### src/rtl/button_input_conditioner.sv
// Button input conditioner: per-button synchroniser, debouncer and press/release
// pulse generator, plus sticky press flags that survive until the next frame tick.
// Output bus input_data packs {press_pulse, release_pulse}.
module button_input_conditioner #(
   parameter int NUM_BUTTONS     = 5,
   parameter int SYNC_STAGES     = 2,
   parameter int DEBOUNCE_CYCLES = 4
) (
   input  logic                     clk,
   input  logic                     reset,
   input  logic [NUM_BUTTONS-1:0]   btn_raw,
   input  logic                     frame_tick,
   output logic [2*NUM_BUTTONS-1:0] input_data,
   output logic [NUM_BUTTONS-1:0]   btn_held,
   output logic [NUM_BUTTONS-1:0]   press_pending,
   output logic                     any_activity
);

   // Counter only has to reach DEBOUNCE_CYCLES-1; at least one bit wide.
   localparam int CNT_W = (DEBOUNCE_CYCLES > 1) ? $clog2(DEBOUNCE_CYCLES) : 1;
   localparam logic [CNT_W-1:0] CNT_LAST = CNT_W'(DEBOUNCE_CYCLES - 1);
   localparam logic [CNT_W-1:0] CNT_ONE  = CNT_W'(1);

   logic [NUM_BUTTONS-1:0]   sync_q [SYNC_STAGES];
   logic [NUM_BUTTONS-1:0]   sync_d [SYNC_STAGES];
   logic [CNT_W-1:0]         cnt_q  [NUM_BUTTONS];
   logic [CNT_W-1:0]         cnt_d  [NUM_BUTTONS];
   logic [NUM_BUTTONS-1:0]   stable_q;
   logic [NUM_BUTTONS-1:0]   stable_d;
   logic [NUM_BUTTONS-1:0]   press_d;
   logic [NUM_BUTTONS-1:0]   release_d;
   logic [NUM_BUTTONS-1:0]   sync_last;
   logic [2*NUM_BUTTONS-1:0] input_data_q;
   logic [2*NUM_BUTTONS-1:0] input_data_d;
   logic [NUM_BUTTONS-1:0]   pending_q;
   logic [NUM_BUTTONS-1:0]   pending_d;
   logic                     any_q;
   logic                     any_d;

   assign sync_last = sync_q[SYNC_STAGES-1];

   // Synchroniser chain: raw level enters stage 0 and shifts toward the last stage.
   always_comb begin
      sync_d[0] = btn_raw;
      for (int s = 1; s < SYNC_STAGES; s++) begin
         sync_d[s] = sync_q[s-1];
      end
   end

   // Debounce: a differing synchronised level must persist DEBOUNCE_CYCLES edges
   // before it is accepted; acceptance produces the matching one-cycle pulse.
   always_comb begin
      stable_d  = stable_q;
      press_d   = '0;
      release_d = '0;
      for (int i = 0; i < NUM_BUTTONS; i++) begin
         cnt_d[i] = cnt_q[i];
         if (sync_last[i] == stable_q[i]) begin
            cnt_d[i] = '0;
         end else if (cnt_q[i] == CNT_LAST) begin
            stable_d[i]  = sync_last[i];
            cnt_d[i]     = '0;
            press_d[i]   = sync_last[i];
            release_d[i] = ~sync_last[i];
         end else begin
            cnt_d[i] = cnt_q[i] + CNT_ONE;
         end
      end
   end

   // Output bus, sticky press flags (a press on the tick edge wins) and activity flag.
   always_comb begin
      input_data_d = {press_d, release_d};
      pending_d    = press_d | (pending_q & ~{NUM_BUTTONS{frame_tick}});
      any_d        = |input_data_d;
   end

   // State registers with synchronous active-low reset; reset drops any count in flight.
   always_ff @(posedge clk) begin
      if (!reset) begin
         for (int s = 0; s < SYNC_STAGES; s++) begin
            sync_q[s] <= '0;
         end
         for (int i = 0; i < NUM_BUTTONS; i++) begin
            cnt_q[i] <= '0;
         end
         stable_q     <= '0;
         input_data_q <= '0;
         pending_q    <= '0;
         any_q        <= 1'b0;
      end else begin
         for (int s = 0; s < SYNC_STAGES; s++) begin
            sync_q[s] <= sync_d[s];
         end
         for (int i = 0; i < NUM_BUTTONS; i++) begin
            cnt_q[i] <= cnt_d[i];
         end
         stable_q     <= stable_d;
         input_data_q <= input_data_d;
         pending_q    <= pending_d;
         any_q        <= any_d;
      end
   end

   assign input_data    = input_data_q;
   assign btn_held      = stable_q;
   assign press_pending = pending_q;
   assign any_activity  = any_q;

endmodule

### config.mk
export PLATFORM = sky130hd
export DESIGN_NAME = button_input_conditioner
export DESIGN_NICKNAME = d
export VERILOG_FILES = /design/src/rtl/button_input_conditioner.sv
export SDC_FILE = /design/constraint.sdc
export NUM_CORES = 1
export LEC_CHECK = 0
export CORE_MARGIN = 2
export CORE_UTILIZATION = 50
export CTS_CLUSTER_SIZE = 40
export DETAILED_ROUTE_END_ITERATION = 6
export GPL_TIMING_DRIVEN = 0
export PLACE_DENSITY = 0.89
export SLEW_MARGIN = 20
export SYNTH_ARGS = -nofsm -noshare
export SYNTH_HDL_FRONTEND = slang
export SYNTH_SLANG_ARGS = --single-unit
### constraint.sdc
create_clock -name clk -period 3.1 [get_ports clk]
set_clock_uncertainty 0.2 [all_clocks]
set_input_delay 0.465 -clock clk [delete_from_list [all_inputs] [get_ports clk]]
set_output_delay 0.465 -clock clk [all_outputs]
set_load 0.01 [all_outputs]
==> impl_metrics.toml <==
[cells_and_area]
final.fill_count = 222
area_growth_pct = 26.4
drive_gt1_share_pct = 9.72
antenna_cells = 0
final_area_mm2 = 0.00176
fin_nets = 156

[setup_path]
slowest_delay_ps = 580
crit_buf_inv = 1
arrival_ps = 1370
critPathTopFamily = "buffers and inverters"
cp-end-kind = "output pin"
cp-start-kind = "flop"
path_class = "flop to output pin"
crit_required_ps = 2430
path_cells = "clkdlybuf4s50_1"
slowest_stage = "clkdlybuf4s50_1"
critPathMaxFanout = 5

[floorplan]
fp.dieH_um = 56.8
core_mm2 = 0.00271
die_area_mm2 = 0.00323
pin_count = 29
die_w_um = 56.8
rows = 19
start_util_pct = 51.4

[logic_synthesis]
synth_flop_cell = "dfxtp_1"
ys_ff_latch = 41
synth_most_common_cell = "dfxtp_1"
synth_cells = 108
ys_warn_count = 0
yosysSeqAreaShare_pct = 58.9
synth_cell_types = 21
async_reset_ff_share_pct = 0
synth_top_area_share_pct = 58.9
syn-num-nets = 121
synth_top_area_cell = "dfxtp_1"
synth_edf_count = 0
syn-cell-area_mm2 = 0.00139
synthTopCellsByArea = "dfxtp_1 (59%), and2_1 (4.5%), ha_1 (4.5%)"
yosys-top-cells-count = "dfxtp_1 (41), and2_1 (10), nor3b_1 (8)"
syn_area_per_cell_um2 = 12.9

[timing]
setup_viol = 0
tightest_slew_ps = 388
tns_ps = 0
maxSlewViolCount = 0
timing.final.hold_violations = 0
grt_setup_unrepaired = "no"
maxSlewHeadroom_pct = 74.2
fin_crit_sh_pct = 65.7
max_freq_ghz = 0.491
min_period_ps = 2040

[clocking]
ctsResizeCount = 0
root_buffer = "clkbuf_4"
cts_max_level = 2
clkLatencyLatePin_ps = 330
post_cts_buffers = 0
clkTransAtPathRegs_ps = 110
cts_hold_buf = 0
cts.sinks = 41
clockBufferDepth = 2
cts_tree = "done"
cts_buffers = 5

[hold_path]
hold_path.class = "flop to flop"

[power_and_ir_drop]
switchingPower_mw = 0.169
p_int_mw = 0.644
p_per_area_mw_per_mm2 = 461
power.total_mw = 0.813
power.leakage_nw = 0.738
power.share.clock_pct = 29.9
ir_drop_v = 0.000386
pwr-share-comb_pct = 3.8
p_seq_share_pct = 66.3
power_switching_share_pct = 20.8

[placed_design]
dp_hpwl_um = 1620
place_congestion = 0.683
portBuffers = 28
postPlaceCellArea_mm2 = 0.00171

[drt]
viasPerCell = 5.14
post_drt_wl_per_cell_um = 12.7
wirelength_um = 2230
num_vias = 899
antenna_left = 0
drcViolationCount = 0
drtIter0Drc = 9
first_pass_iters = 4

[grt]
gr-usage-met1_pct = 18.5
grt_max_degree = 12
gr-total-overflow = 0
grt_pass1_vias = 847
met3_usage_pct = 5.07
grt_pass1_wl_um = 3800
use_met2_pct = 25.1
antenna_found_initial = 0
grt.busiest_layer = "met2"
track_usage_pct = 16.0

[flow_run]
max-cap-violations = 0

[outcome]
outcome = "finished, final reports clean"
## final cells by class
cell class	instances	area [µm²]	share of cell area (%)
flip-flops and latches	41	821	46.6
multi-input cells	64	552	31.3
repair buffers	28	280	15.9
clock buffers	8	48.8	2.77
well taps	31	38.8	2.20
plain buffers	3	21.3	1.21
## power by group through the flow
stage / combinational, mW / sequential [mW] / clock (mW)
after global placement: 0.0297 / 0.551 / 0
final: 0.0308 / 0.539 / 0.243
after global routing: 0.0343 / 0.540 / 0.275
after CTS: 0.0312 / 0.539 / 0.252
after floorplan: 0.0171 / 0.550 / 0
after detailed placement: 0.0311 / 0.551 / 0
## kinds of logic (layout without fill, tap and decap cells)
logic type,after synthesis,in the layout,share of synthesized area (%)
AND/OR/NAND/NOR,41,41,23.9
flip-flops,41,41,58.9
buffers and inverters,3,39,1.53
AO/OA/AOI/OAI,8,8,4.49
XOR/XNOR,5,5,3.14
adder cells (fa/ha/maj),5,5,4.49
multiplexers,5,5,3.59
## layout by cell type, fill, tap and decap left out, types with 2 or more instances in the layout
cell and instances:
nor4bb_1 3, clkbuf_4 5, nor3b_1 8, clkdlybuf4s50_1 28
xor2_1 5, dfxtp_1 41, and4b_1 5, clkbuf_1 3
a21o_1 5, ha_1 5, and4bb_2 2, nand2_1 3
nor2b_1 5, and2_1 10, mux2i_1 5, nor3b_4 2
buf_2 2
## registers in the layout, indices dropped and copies added (netlist names)
| signal | cells |
|---|---|
| sync_q | 10 |
| cnt_q | 10 |
| press_pending | 5 |
| input_data | 10 |
| any_activity | 1 |
| btn_held | 5 |
## path summary, 6_finish.rpt
path                    start            to  slack (ps)  depth (start not counted)
setup reg to reg  cnt_q[0][2]  any_activity        1660                          3
hold / removal    cnt_q[0][6]   cnt_q[0][6]         240                          1
hold reg to reg   cnt_q[0][6]   cnt_q[0][6]         240                          1
setup / recovery  btn_held[0]   btn_held[0]        1060                          1
## metal layers
metal	routed length, µm	vias up	part of all wire [%]
met4	58	0	2.6
met2	1060	27	48
met3	113	5	5.1
li1	-	447	-
met5	0	-	0
met1	997	420	45
## stage by stage
step / std cells / setup WS, ps / hold WS, ps / util, %
after global routing: 175 / 1000 / 249 / 65.0
after global placement: 167 / 1170 / 212 / 63.2
after CTS: 175 / 1040 / 239 / 65.0
after detailed placement: 167 / 1120 / 223 / 63.2
final: 175 / 1060 / 239 / 65.0
after floorplan: 108 / 1840 / 205 / -
(Power assumes the default switching activity.)
